`config.mk`:
```
export PLATFORM = sky130hd
export DESIGN_NAME = serial_add_controller
export DESIGN_NICKNAME = d
export VERILOG_FILES = /design/src/rtl/serial_add_pkg.sv /design/src/rtl/serial_fa_cell.sv /design/src/rtl/serial_add_controller.sv
export SDC_FILE = /design/constraint.sdc
export NUM_CORES = 1
export LEC_CHECK = 0
export ABC_AREA = 1
export CAP_MARGIN = 10
export CELL_PAD_IN_SITES_DETAIL_PLACEMENT = 1
export CELL_PAD_IN_SITES_GLOBAL_PLACEMENT = 1
export CORE_MARGIN = 3
export CORE_UTILIZATION = 40
export CTS_CLUSTER_DIAMETER = 80
export DETAILED_ROUTE_END_ITERATION = 8
export MAX_ROUTING_LAYER = met4
export PLACE_DENSITY_LB_ADDON = 0.1
export SYNTH_ARGS = -nofsm -noshare
export SYNTH_HDL_FRONTEND = slang
export SYNTH_HIERARCHICAL = 1
export SYNTH_SLANG_ARGS = --single-unit
```
`constraint.sdc`:
```
create_clock -name clk -period 2.8 [get_ports clk]
set_input_delay 0.28 -clock clk [delete_from_list [all_inputs] [get_ports clk]]
set_output_delay 0.28 -clock clk [all_outputs]
set_load 0.1 [all_outputs]
```
`src/rtl/serial_add_pkg.sv`:
```
// Shared types and helpers for the bit-serial add/subtract controller and its carry cell.
package serial_add_pkg;

  typedef enum logic [1:0] {
    ST_IDLE  = 2'd0,
    ST_SHIFT = 2'd1,
    ST_DONE  = 2'd2
  } state_t;

  localparam logic OP_ADD = 1'b0;
  localparam logic OP_SUB = 1'b1;

  function automatic logic maj3(input logic x, input logic y, input logic z);
    return (x & y) | (x & z) | (y & z);
  endfunction

endpackage

```
`src/rtl/serial_fa_cell.sv`:
```
// Single-bit Mealy full-adder stage: combinational sum, one registered carry.
module serial_fa_cell
  import serial_add_pkg::*;
(
  input  logic clk,
  input  logic rst,
  input  logic load,
  input  logic init_carry,
  input  logic en,
  input  logic a,
  input  logic b,
  output logic sum,
  output logic carry_q,
  output logic carry_out
);

  assign sum       = a ^ b ^ carry_q;
  assign carry_out = maj3(a, b, carry_q);

  // NOTE: sequential state is always assigned with <= so every flop samples pre-edge values.
  always_ff @(posedge clk or negedge rst) begin
    if (!rst) begin
      carry_q <= 1'b0;
    end else if (load) begin
      carry_q <= init_carry;
    end else if (en) begin
      carry_q <= carry_out;
    end
  end

endmodule

```
`src/rtl/serial_add_controller.sv`:
```
// Parallel start/busy/done wrapper around a bit-serial adder: shifts operands LSB-first
// through serial_fa_cell and reassembles result, carry-out and signed overflow.
module serial_add_controller
  import serial_add_pkg::*;
#(
  parameter  int WIDTH = 8,
  localparam int CNT_W = $clog2(WIDTH)
) (
  input  logic             clk,
  input  logic             rst,
  input  logic             start,
  input  logic             sub,
  input  logic [WIDTH-1:0] a_in,
  input  logic [WIDTH-1:0] b_in,
  output logic             busy,
  output logic             done,
  output logic [WIDTH-1:0] result,
  output logic             cout,
  output logic             ovf
);

  localparam logic [CNT_W-1:0] LAST_CNT = CNT_W'(WIDTH - 1);

  state_t           state;
  logic [WIDTH-1:0] a_sh;
  logic [WIDTH-1:0] b_sh;
  logic [WIDTH-1:0] res_sh;
  logic [CNT_W-1:0] cnt;

  logic accept;
  logic shifting;
  logic sum_bit;
  logic c_msb_in;
  logic carry_out;

  assign accept   = start && (state == ST_IDLE || state == ST_DONE);
  assign shifting = (state == ST_SHIFT);

  // Subtraction is a + ~b + 1: the +1 enters as the initial carry.
  serial_fa_cell u_cell (
    .clk        (clk),
    .rst        (rst),
    .load       (accept),
    .init_carry (sub == OP_SUB),
    .en         (shifting),
    .a          (a_sh[0]),
    .b          (b_sh[0]),
    .sum        (sum_bit),
    .carry_q    (c_msb_in),
    .carry_out  (carry_out)
  );

  // While on the last bit, carry_q is the carry into the MSB and carry_out the carry out of it.
  always_ff @(posedge clk or negedge rst) begin
    if (!rst) begin
      // NOTE: datapath registers are reset too, so an aborted operation leaves no stale bits behind.
      state  <= ST_IDLE;
      a_sh   <= '0;
      b_sh   <= '0;
      res_sh <= '0;
      cnt    <= '0;
      busy   <= 1'b0;
      done   <= 1'b0;
      result <= '0;
      cout   <= 1'b0;
      ovf    <= 1'b0;
    end else begin
      case (state)
        ST_IDLE, ST_DONE: begin
          done <= 1'b0;
          if (accept) begin
            a_sh  <= a_in;
            b_sh  <= (sub == OP_SUB) ? ~b_in : b_in;
            cnt   <= '0;
            busy  <= 1'b1;
            state <= ST_SHIFT;
          end else begin
            busy  <= 1'b0;
            state <= ST_IDLE;
          end
        end
        ST_SHIFT: begin
          res_sh <= {sum_bit, res_sh[WIDTH-1:1]};
          a_sh   <= a_sh >> 1;
          b_sh   <= b_sh >> 1;
          if (cnt == LAST_CNT) begin
            result <= {sum_bit, res_sh[WIDTH-1:1]};
            cout   <= carry_out;
            ovf    <= c_msb_in ^ carry_out;
            busy   <= 1'b0;
            done   <= 1'b1;
            state  <= ST_DONE;
          end else begin
            cnt <= cnt + 1'b1;
          end
        end
        default: begin
          busy  <= 1'b0;
          done  <= 1'b0;
          state <= ST_IDLE;
        end
      endcase
    end
  end

endmodule

```
==> summary.txt <==
status: complete, no violations
Fin Clk Skew: 0.0111 ns
Clock transition at path regs: 0.09 ns
Pre-Repair DR Iteration Count: 4
Clock Tree Root: clkbuf_8
Seq cells post-synth: 40
DR WL/cell: 12.6 um
CORE AREA: 0.00447 mm^2
largest family of logic cells by synthesized area: simple AND/OR/NAND/NOR gates
Avg Inst Size Synth: 8.15 um^2
largest net degree at the start of global routing: 41
design area: 0.00231 mm^2
M1 WL: 1900 um
met2 wire len: 1960 um
top cell type's share of synthesized area: 52.3%
DP Cell Count: 311
final non-filler cell total: 319
WS Path Type: flop to flop
WL met3: 135 um
hold_buf cts: 0
Die W: 75.2 um
yosys warns: 6
htree depth: 2
max cap viols: 0
Worst-Margin Slew: 0.876 ns
DR iter-0 viols: 64
Synth top cells by count: nand2_1, dfrtp_1, nand3_1
simple-gate portion of the synthesized area: 30.7%
Pint: 0.00147 W
Die ar.: 0.00565 mm^2
sw power: 0.00147 W
Top FF cell, synth: dfrtp_1
Hold WC Path Type: input pin to async pin
ys async rst share: 100%
Hold Fails Final Rpt: 0
Synth cell types: 19
number of global-route vias before repair: 1571
Power Density: 1270 mW/mm^2
Post-CTS Setup Bufs: 0
compound-cell area share of the yosys netlist: 5.03%
Num CTS Buffers: 5
Setup crit end kind: flop
Worst setup SP type: flop
fin nets: 289
Post-synth EDFFs: 0
input/output buffers: 31
Synth Area in Adders: 2.35%
Clock Path Buffers: 2
post-route minimum period: 1.48 ns
sequential share of power: 33.5%
post-CTS sizing: 0
Detail Route Antenna Nets: 0
FP Rows: 24
Peak VDD IR: 0.447 mV
Synth Instances: 235
Static Leakage: 1.24 nW
gr ovfl total: 0
Antenna Cells: 0
DRT Wirelength: 4030 um
Mapped Area: 0.00191 mm^2
setup repair after global routing missed its margin: no
Pins Over Slew Limit: 0
area delta synth->final: 20.9%
post-synthesis sequential area ratio: 52.3%
area leader, netlist: dfrtp_1
period utilisation layout: 52.7%
Starting Density: 42.8%
die height: 75.2 um
xor/xnor share of the synthesized area: 0.458%
worst-skew pair later-pin latency: 0.30 ns
clock sinks: 40
sw frac: 49.9%
Critical Path RT: 3.03 ns
clock share of power: 16.1%
gr usage total: 16.7%
antenna violations before repair: 0
highest metal used: met4
CTS tree: done
routed via count: 1560
Area contributors post-synth: dfrtp_1, nand2_1, nand3_1, inv_1, o21ai_2
proportion of synthesized area in mux cells: 0%
Max-slew headroom: 41.6%
CP max FO: 26
f_max: 0.678 GHz
number of vias per cell: 4.89
DP Area: 0.00220 mm^2
first-pass GRT wire length: 6860 um
post-route DRC violation count: 0
layout cell share with drive strength beyond 1: 13.1%
Routability Congestion: 0.761
Final setup viols: 0
most frequent cell after synthesis: nand2_1
Top Ports: 32
HPWL after DPL: 2840 um
synthesized net count: 258
Logic pwr share: 50.4%
TNS Setup: 0 ns
WP data arrival: 1.71 ns
## layout make-up
class / instances / area, um^2
inverters: 33 / 124
repair buffers: 31 / 275
clock buffers: 5 / 68.8
fillers: 535 / 2160
flip-flops and latches: 40 / 1000
multi-input cells: 155 / 738
clock inverters: 3 / 42.5
well taps: 52 / 65.1
## through the flow
stage | hold WS [ns] | setup slack [ns] | utilization [%] | power, W
2_1_floorplan | -0.0156 | 1.10 | - | 0.00217
3_3_place_gp | 0.455 | 1.09 | 49.2 | 0.00245
3_5_place_dp | 0.455 | 1.05 | 49.2 | 0.00250
4_1_cts | 0.133 | 1.30 | 51.7 | 0.00298
5_1_grt | 0.161 | 1.17 | 51.7 | 0.00316
6_report | 0.0951 | 1.32 | 51.7 | 0.00294
## sequential cells by signal, indices dropped and copies added, names as in the netlist
name            cells
a_sh                8
b_sh                8
busy                1
cnt                 3
cout                1
ovf                 1
res_sh              7
result              8
state               2
u_cell/carry_q      1
## path summary, 6_finish.rpt
kind | from | end | slack (ns) | depth (start not counted)
min in group clk | a_sh[7] | a_sh[7] | 0.47 | 2
min reg2reg | a_sh[7] | a_sh[7] | 0.47 | 2
max | state[1] | a_sh[4] | 1.32 | 6
min | rst | result[0] | 0.1 | 1
max in group asynchronous | rst | res_sh[3] | 2.15 | 1
max reg2reg | state[1] | a_sh[4] | 1.32 | 6
## power groups by stage
| stage | sequential, W | clock (W) | combinational [W] |
|---|---|---|---|
| 2_1_floorplan | 0.00155 | 0 | 0.000620 |
| 3_3_place_gp | 0.000994 | 0 | 0.00146 |
| 3_5_place_dp | 0.000999 | 0 | 0.00150 |
| 4_1_cts | 0.000989 | 0.000485 | 0.00150 |
| 5_1_grt | 0.00102 | 0.000514 | 0.00163 |
| 6_report | 0.000987 | 0.000473 | 0.00148 |
## logic make-up after synthesis
family	count (synthesis)
AND/OR/NAND/NOR	137
buffers and inverters	40
flip-flops	40
AO/OA/AOI/OAI	14
adder cells (fa/ha/maj)	3
XOR/XNOR	1
## per-layer routing
| metal | vias to the layer above | GRT usage (%) |
|---|---|---|
| met5 | - | - |
| met4 | 0 | 4.66 |
| met3 | 4 | 5.21 |
| met2 | 25 | 28.2 |
| met1 | 753 | 19.0 |
| li1 | 778 | - |
## critical path, cell delays in order, from the launching register on
cell     delay [ns]
dfrtp_1        0.47
inv_1          0.10
nand2_2        0.36
nand2_1        0.12
inv_2          0.19
nand2_1        0.09
nand2_1        0.07
## placed cells by master, fill, tap and decap left out, drive strengths merged
cell type / instances
buf: 13
bufinv: 1
clkbuf: 5
clkdlybuf4s50: 18
clkinv: 1
clkinvlp: 1
dfrtp: 40
fa: 1
ha: 2
inv: 33
nand2: 95
nand3: 34
nor2: 8
o21ai: 14
xor2: 1
Power figures use the tool's default switching activity.
